==> config.mk <==
export PLATFORM = sky130hd
export DESIGN_NAME = morse_serial_tx_flat
export DESIGN_NICKNAME = d
export VERILOG_FILES = /design/src/rtl/morse_pkg.sv /design/src/rtl/morse_serial_tx_if.sv /design/src/rtl/morse_fifo.sv /design/src/rtl/morse_serial_tx.sv /design/src/flat_wrapper.sv
export SDC_FILE = /design/constraint.sdc
export NUM_CORES = 1
export LEC_CHECK = 0
export ABC_AREA = 0
export CELL_PAD_IN_SITES_DETAIL_PLACEMENT = 0
export CELL_PAD_IN_SITES_GLOBAL_PLACEMENT = 1
export CORE_ASPECT_RATIO = 0.7
export CORE_UTILIZATION = 30
export DETAILED_ROUTE_END_ITERATION = 7
export GPL_TIMING_DRIVEN = 0
export PLACE_DENSITY_LB_ADDON = 0.3
export SYNTH_ARGS = -nofsm -noshare
export SYNTH_HDL_FRONTEND = slang
export SYNTH_SLANG_ARGS = --single-unit
==> constraint.sdc <==
create_clock -name clk -period 2.05 [get_ports clk]
set_input_delay 0.615 -clock clk [delete_from_list [all_inputs] [get_ports clk]]
set_output_delay 0.615 -clock clk [all_outputs]
set_load 0.01 [all_outputs]
==> src/rtl/morse_pkg.sv <==
// Shared types and the digit-to-Morse encoding used by the serial Morse transmitter.
package morse_pkg;

    typedef enum logic [1:0] {
        ST_IDLE  = 2'd0,
        ST_MARK  = 2'd1,
        ST_SPACE = 2'd2,
        ST_CGAP  = 2'd3
    } state_e;

    localparam logic SYM_DOT  = 1'b0;
    localparam logic SYM_DASH = 1'b1;

    localparam int DIGIT_W   = 4;
    localparam int PATTERN_W = 5;
    localparam int SYM_COUNT = 5;

    // Bit d set when BCD code d is a legal digit.
    localparam logic [15:0] VALID_DIGITS = 16'h03FF;

    function automatic logic is_valid_digit(input logic [DIGIT_W-1:0] d);
        return VALID_DIGITS[d];
    endfunction

    // Pattern bit 4 is sent first; 1 = dash, 0 = dot. Invalid codes map to all dots.
    function automatic logic [PATTERN_W-1:0] digit_to_morse(input logic [DIGIT_W-1:0] d);
        logic [PATTERN_W-1:0] p;
        p = '0;
        if (d == 4'd0) begin
            p = 5'b11111;
        end else if (d <= 4'd5) begin
            p = 5'b11111 >> d;
        end else if (d <= 4'd9) begin
            p = ~(5'b11111 >> (d - 4'd5));
        end
        return p;
    endfunction

endpackage

==> src/rtl/morse_serial_tx_if.sv <==
// Digit input handshake: the producer offers in_digit with in_valid, the transmitter answers in_ready.
interface morse_serial_tx_if;
    logic       in_valid;
    logic       in_ready;
    logic [3:0] in_digit;

    modport master (output in_valid, output in_digit, input  in_ready);
    modport slave  (input  in_valid, input  in_digit, output in_ready);
endinterface

==> src/rtl/morse_fifo.sv <==
// Small synchronous FIFO with clear; count is registered so status flags are glitch-free.
module morse_fifo #(
    parameter int DEPTH = 4,
    parameter int WIDTH = 4
) (
    input  logic                       clk,
    input  logic                       reset,
    input  logic                       i_clear,
    input  logic                       i_push,
    input  logic                       i_pop,
    input  logic [WIDTH-1:0]           i_data,
    output logic [WIDTH-1:0]           o_data,
    output logic                       o_full,
    output logic                       o_empty,
    output logic [$clog2(DEPTH):0]     o_count
);
    localparam int AW = $clog2(DEPTH);
    localparam int CW = AW + 1;

    logic [AW-1:0]    r_wr_ptr;
    logic [AW-1:0]    r_rd_ptr;
    logic [CW-1:0]    r_count;
    logic [WIDTH-1:0] r_mem [DEPTH];
    logic             w_push;
    logic             w_pop;

    assign o_full  = (r_count == CW'(DEPTH));
    assign o_empty = (r_count == '0);
    assign o_count = r_count;
    assign o_data  = r_mem[r_rd_ptr];

    assign w_push = i_push && !o_full;
    assign w_pop  = i_pop && !o_empty;

    // Pointers wrap naturally because DEPTH is a power of two.
    always_ff @(posedge clk or negedge reset) begin
        if (!reset) begin
            r_wr_ptr <= '0;
            r_rd_ptr <= '0;
            r_count  <= '0;
        end else if (i_clear) begin
            r_wr_ptr <= '0;
            r_rd_ptr <= '0;
            r_count  <= '0;
        end else begin
            if (w_push) r_wr_ptr <= r_wr_ptr + 1'b1;
            if (w_pop)  r_rd_ptr <= r_rd_ptr + 1'b1;
            case ({w_push, w_pop})
                2'b10:   r_count <= r_count + 1'b1;
                2'b01:   r_count <= r_count - 1'b1;
                default: r_count <= r_count;
            endcase
        end
    end

    always_ff @(posedge clk) begin
        if (w_push && !i_clear) r_mem[r_wr_ptr] <= i_data;
    end

endmodule

==> src/rtl/morse_serial_tx.sv <==
// Buffered decimal-digit Morse transmitter: FIFO-fed FSM that times marks, spaces and character gaps on key_out.
module morse_serial_tx
    import morse_pkg::*;
#(
    parameter int UNIT_CYCLES    = 4,
    parameter int DASH_UNITS     = 3,
    parameter int CHAR_GAP_UNITS = 3,
    parameter int DEPTH          = 4
) (
    input  logic                   clk,
    input  logic                   reset,
    morse_serial_tx_if.slave       in_if,
    input  logic                   flush,
    output logic                   key_out,
    output logic                   busy,
    output logic                   err_invalid,
    output logic [$clog2(DEPTH):0] fifo_count
);
    localparam int DOT_CYC  = UNIT_CYCLES;
    localparam int DASH_CYC = DASH_UNITS * UNIT_CYCLES;
    localparam int GAP_CYC  = CHAR_GAP_UNITS * UNIT_CYCLES;
    localparam int TMAX_A   = (DASH_CYC > GAP_CYC) ? DASH_CYC : GAP_CYC;
    localparam int TMAX     = (TMAX_A > DOT_CYC) ? TMAX_A : DOT_CYC;
    localparam int TW       = (TMAX > 1) ? $clog2(TMAX) : 1;

    // Timer holds duration-1 so a state leaves on the edge where it reads zero.
    localparam logic [TW-1:0] T_DOT  = TW'(DOT_CYC - 1);
    localparam logic [TW-1:0] T_DASH = TW'(DASH_CYC - 1);
    localparam logic [TW-1:0] T_GAP  = TW'(GAP_CYC - 1);
    localparam logic [2:0]    LAST_IDX = 3'(SYM_COUNT - 1);

    function automatic logic [TW-1:0] mark_time(input logic sym);
        return (sym == SYM_DASH) ? T_DASH : T_DOT;
    endfunction

    state_e               r_state, w_state_next;
    logic [TW-1:0]        r_timer, w_timer_next;
    logic [3:0]           r_shift, w_shift_next;
    logic [2:0]           r_idx, w_idx_next;
    logic                 r_key, w_key_next;
    logic                 r_busy, w_busy_next;
    logic                 r_err, w_err_next;

    logic                 w_full;
    logic                 w_empty;
    logic [DIGIT_W-1:0]   w_fifo_data;
    logic [PATTERN_W-1:0] w_pattern;
    logic                 w_accept;
    logic                 w_push;
    logic                 w_pop;

    assign in_if.in_ready = !w_full;
    assign w_accept       = in_if.in_valid && in_if.in_ready && !flush;
    assign w_push         = w_accept && is_valid_digit(in_if.in_digit);
    assign w_err_next     = w_accept && !is_valid_digit(in_if.in_digit);
    assign w_pattern      = digit_to_morse(w_fifo_data);

    morse_fifo #(
        .DEPTH (DEPTH),
        .WIDTH (DIGIT_W)
    ) u_fifo (
        .clk     (clk),
        .reset   (reset),
        .i_clear (flush),
        .i_push  (w_push),
        .i_pop   (w_pop),
        .i_data  (in_if.in_digit),
        .o_data  (w_fifo_data),
        .o_full  (w_full),
        .o_empty (w_empty),
        .o_count (fifo_count)
    );

    always_ff @(posedge clk or negedge reset) begin
        if (!reset) begin
            r_state <= ST_IDLE;
            r_timer <= '0;
            r_shift <= '0;
            r_idx   <= '0;
            r_key   <= 1'b0;
            r_busy  <= 1'b0;
            r_err   <= 1'b0;
        end else begin
            r_state <= w_state_next;
            r_timer <= w_timer_next;
            r_shift <= w_shift_next;
            r_idx   <= w_idx_next;
            r_key   <= w_key_next;
            r_busy  <= w_busy_next;
            r_err   <= w_err_next;
        end
    end

    // Shift register keeps only the symbols still to send after the current mark.
    always_comb begin
        w_state_next = r_state;
        w_timer_next = r_timer;
        w_shift_next = r_shift;
        w_idx_next   = r_idx;
        w_pop        = 1'b0;
        if (flush) begin
            w_state_next = ST_IDLE;
            w_timer_next = '0;
        end else begin
            case (r_state)
                ST_IDLE: begin
                    if (!w_empty) begin
                        w_pop        = 1'b1;
                        w_shift_next = w_pattern[3:0];
                        w_idx_next   = '0;
                        w_timer_next = mark_time(w_pattern[4]);
                        w_state_next = ST_MARK;
                    end
                end
                ST_MARK: begin
                    if (r_timer == '0) begin
                        if (r_idx < LAST_IDX) begin
                            w_timer_next = T_DOT;
                            w_state_next = ST_SPACE;
                        end else begin
                            w_timer_next = T_GAP;
                            w_state_next = ST_CGAP;
                        end
                    end else begin
                        w_timer_next = r_timer - 1'b1;
                    end
                end
                ST_SPACE: begin
                    if (r_timer == '0) begin
                        w_idx_next   = r_idx + 3'd1;
                        w_shift_next = {r_shift[2:0], 1'b0};
                        w_timer_next = mark_time(r_shift[3]);
                        w_state_next = ST_MARK;
                    end else begin
                        w_timer_next = r_timer - 1'b1;
                    end
                end
                ST_CGAP: begin
                    if (r_timer == '0) begin
                        w_state_next = ST_IDLE;
                    end else begin
                        w_timer_next = r_timer - 1'b1;
                    end
                end
                default: w_state_next = ST_IDLE;
            endcase
        end
    end

    always_comb begin
        w_key_next  = (w_state_next == ST_MARK);
        w_busy_next = (w_state_next != ST_IDLE);
    end

    assign key_out     = r_key;
    assign busy        = r_busy;
    assign err_invalid = r_err;

endmodule

==> src/flat_wrapper.sv <==
// flat-port wrapper written by rule: the top's interface ports become plain ports
module morse_serial_tx_flat import morse_pkg::*;
#(
    parameter int UNIT_CYCLES    = 4,
    parameter int DASH_UNITS     = 3,
    parameter int CHAR_GAP_UNITS = 3,
    parameter int DEPTH          = 4
)
  (clk, reset, flush, key_out, busy, err_invalid, fifo_count, in_if_in_valid, in_if_in_digit, in_if_in_ready);
  morse_serial_tx_if in_if_i ();
  input  logic clk;
  input  logic reset;
  input  logic flush;
  output logic key_out;
  output logic busy;
  output logic err_invalid;
  output logic [$clog2(DEPTH):0] fifo_count;
  input wire logic [$bits(in_if_i.in_valid)-1:0] in_if_in_valid;
  input wire logic [$bits(in_if_i.in_digit)-1:0] in_if_in_digit;
  output wire logic [$bits(in_if_i.in_ready)-1:0] in_if_in_ready;
  assign in_if_i.in_valid = in_if_in_valid;
  assign in_if_i.in_digit = in_if_in_digit;
  assign in_if_in_ready = in_if_i.in_ready;
  morse_serial_tx #(.UNIT_CYCLES(UNIT_CYCLES), .DASH_UNITS(DASH_UNITS), .CHAR_GAP_UNITS(CHAR_GAP_UNITS), .DEPTH(DEPTH)) u_core (.clk(clk), .reset(reset), .in_if(in_if_i), .flush(flush), .key_out(key_out), .busy(busy), .err_invalid(err_invalid), .fifo_count(fifo_count));
endmodule
==> impl_metrics.toml <==
[place]
place_ws_ps = -950
dpl.hpwl_mm = 3.70
port_buffers = 14
place_congestion = 0.784

[sta]
max_freq_ghz = 0.459
timing.final.crit_share_pct = 106
finalHoldViolations = 0
worst_slack_ps = -131
tightestPinTransition_ps = 1110
holdWs_ps = 488
fin_setup_tns_ps = -605
min_period_ps = 2180
rsz0062_at_grt = "true"
finClkSkew_ps = 5.08
slew_violations = 0
max-slew-margin-rel_pct = 25.5
setup_violations = 6

[setup_path]
cp_slowest_stage_delay_ps = 570
path_cells = "buf_6 > mux4_2 > ha_4 > or2_4 > mux2i_4 > a21boi_2 > a31oi_1"
start_kind = "register"
worstPathRequired_ps = 2210
endpoint_kind = "register"
crit_buf_inv = 1
critPathMaxFanout = 4
path_delay_family = "multiplexers"
worstSetupPathType = "register to register"
slowest_stage = "mux4_2"
arrival_ps = 2340

[detailed_routing]
drtPass1Iterations = 4
drc = 0
ant_nets = 0
drt_iter0_markers = 82
vias = 1746
wirelength_mm = 5.24
wire_per_inst_microns = 15.0
vias_per_cell = 4.99

[floorplan]
die_w_microns = 106
start_util_pct = 31.1
std_cell_rows = 26
die_y_microns = 74.7
pin_count = 15
dieArea_sq_um = 7910
core-area_sq_um = 7290

[finish]
area_delta_synth_final_pct = 31.6
drive_above_1_share_pct = 28.2
n_antenna_cell = 0
nNetsFinal = 274

[cts]
cts_max_path_buffers = 2
cts_made_buffers = 5
clkLatencyLatePin_ps = 300
cts_max_level = 2
clock_sinks = 39
cts_tree = "built"
clk_pin_slew_ps = 90
clock_tree.root_cell = "clkbuf_8"
hold_buffers = 0

[run]
drv_cap = 0

[power]
power.net_switching_mw = 1.52
p_leak_nw = 1.21
power_mw = 3.85
pwr-share-seq_pct = 28.9
pwr-share-clk_pct = 17.6
internal_power_mw = 2.33
comb_power_share_pct = 53.5
swShare_pct = 39.5
vdd_ir_drop_max_mv = 0.503
p_per_area_nw_per_um2 = 1290

[global_routing]
grt_usage_pct = 14.2
grt-ovfl-total = 0
grt_first_pass_wirelength_mm = 8.36
grt_pass1_vias = 1556
antenna_found_initial = 0
grt_max_degree = 24

[logic_synthesis]
ys.flop_type = "dfrtp_1"
ys_types = 55
ys_warn_count = 0
netlist_area_sq_um = 2270
synthArstFlopShare_pct = 59.0
syn_avg_cell_area_sq_um = 11.0
synth.net_count = 229
yosysSeqAreaShare_pct = 46.6
syn_inst = 206
ys_ff_latch = 39
synth-edff-count = 16

[status]
violations = "negative setup slack"
outcome = "complete, but fails checks"

[hold_path]
hold_path.class = "register to register"
-- cells by family after synthesis --
family / Yosys count / share of synthesized area (%)
simple gates: 71 / 17.2
buf+inv: 17 / 3.15
xor+xnor: 9 / 3.48
flops: 39 / 46.6
fa+ha+maj: 15 / 8.61
compound gates: 47 / 14.1
mux: 8 / 6.85
-- layout by cell type (no fill, tap or decap), drive strengths merged, types with 5 or more instances in the layout --
master | netlist | layout
dfrtp | 23 | 23
clkdlybuf4s50 | 0 | 8
mux4 | 5 | 5
nor3 | 5 | 5
clkbuf | 5 | 9
inv | 11 | 12
ha | 14 | 14
nand2 | 9 | 9
o21ai | 10 | 10
or3 | 6 | 6
nand2b | 5 | 5
edfxtp | 16 | 16
and2 | 5 | 5
buf | 1 | 26
xor2 | 6 | 6
a21oi | 12 | 12
nor2 | 21 | 21
-- per-stage QoR --
stage | instance area [sq um] | std cells | utilization, %
after floorplan | 2340 | 206 | -
after global placement | 2600 | 318 | 35.7
after detailed placement | 2600 | 318 | 35.7
after CTS | 2890 | 340 | 39.6
after global routing | 2980 | 350 | 40.9
final | 2980 | 350 | 40.9
-- power groups by stage --
stage	Clock (mW)	Sequential [mW]	Combinational, mW
after floorplan	0	1.10	1.21
after global routing	0.719	1.13	2.28
after detailed placement	0	1.12	1.64
after global placement	0	1.12	1.63
after CTS	0.694	1.11	1.87
final	0.678	1.11	2.06
-- timing repair --
| action | CTS | global route |
|---|---|---|
| buffers inserted | 15 | 10 |
| setup endpoints to repair | 8 | 9 |
| gates resized for setup | 25 | 5 |
| pin swaps | 7 | 4 |
-- synth_stat cells, drive strengths merged, types with 4 or more instances --
cell | n | area share (%)
nand2 | 9 | 1.5
or3 | 6 | 1.7
inv | 11 | 1.8
nor2 | 21 | 3.5
clkbuf | 5 | 0.83
ha | 14 | 7.7
edfxtp | 16 | 21
and2 | 5 | 1.4
dfrtp | 23 | 25
nand2b | 5 | 1.4
mux4 | 5 | 5.5
nor3 | 5 | 1.1
a21oi | 12 | 2.7
a211oi | 4 | 1.3
o21ai | 10 | 2.2
or2 | 4 | 1.1
xor2 | 6 | 2.3
-- final cells by class --
cell class | count | area [sq um]
clock inverter | 3 | 47.5
inverter | 11 | 46.3
timing repair buffer | 39 | 323
multi-input combinational | 150 | 1270
fill | 730 | 4300
tap | 98 | 123
clock buffer | 5 | 68.8
buffer | 5 | 48.8
sequential | 39 | 1060
-- registers in the layout (all words and copies together) (netlist names) --
name	flops
u_core.u_fifo.r_rd_ptr	2
u_core.r_timer	4
u_core.r_idx	3
u_core.r_shift	4
u_core.u_fifo.r_wr_ptr	2
u_core.u_fifo.o_count	3
u_core.err_invalid	1
u_core.r_state	2
u_core.busy	1
u_core.u_fifo.r_mem	16
u_core.key_out	1
-- metal layers --
layer,GRT usage [%],vias up,share of wire [%]
met4,4.32,0,0.72
met5,0,-,0
met1,22.0,861,55
met2,18.8,26,41
li1,-,855,-
met3,3.64,4,3.2
-- path summary, 6_finish.rpt --
path	startpoint	end	slack, ps	cells past startpoint
min in group asynchronous	reset	u_core.u_fifo.r_rd_ptr[1]$_DFFE_PN0P_	910	1
setup reg to reg	u_core.u_fifo.r_rd_ptr[0]$_DFFE_PN0P_	u_core.r_shift[3]$_DFFE_PN0P_	-130	7
setup / recovery	u_core.u_fifo.r_rd_ptr[0]$_DFFE_PN0P_	u_core.r_shift[3]$_DFFE_PN0P_	-130	7
max in group asynchronous	reset	u_core.u_fifo.o_count[1]$_DFFE_PN0P_	390	1
hold / removal	u_core.r_shift[0]$_DFFE_PN0P_	u_core.r_shift[0]$_DFFE_PN0P_	490	2
hold reg to reg	u_core.r_shift[0]$_DFFE_PN0P_	u_core.r_shift[0]$_DFFE_PN0P_	490	2
-- worst reg2reg max path, delay by kind of cell, from the launching register on --
family	cells	cell delay, ps
AO/OA/AOI/OAI	2	320
adder cells (fa/ha/maj)	1	200
buffers and inverters	1	110
flip-flops	1	360
multiplexers	2	780
AND/OR/NAND/NOR	1	260
Note: power is estimated with default switching activity, not from simulation.
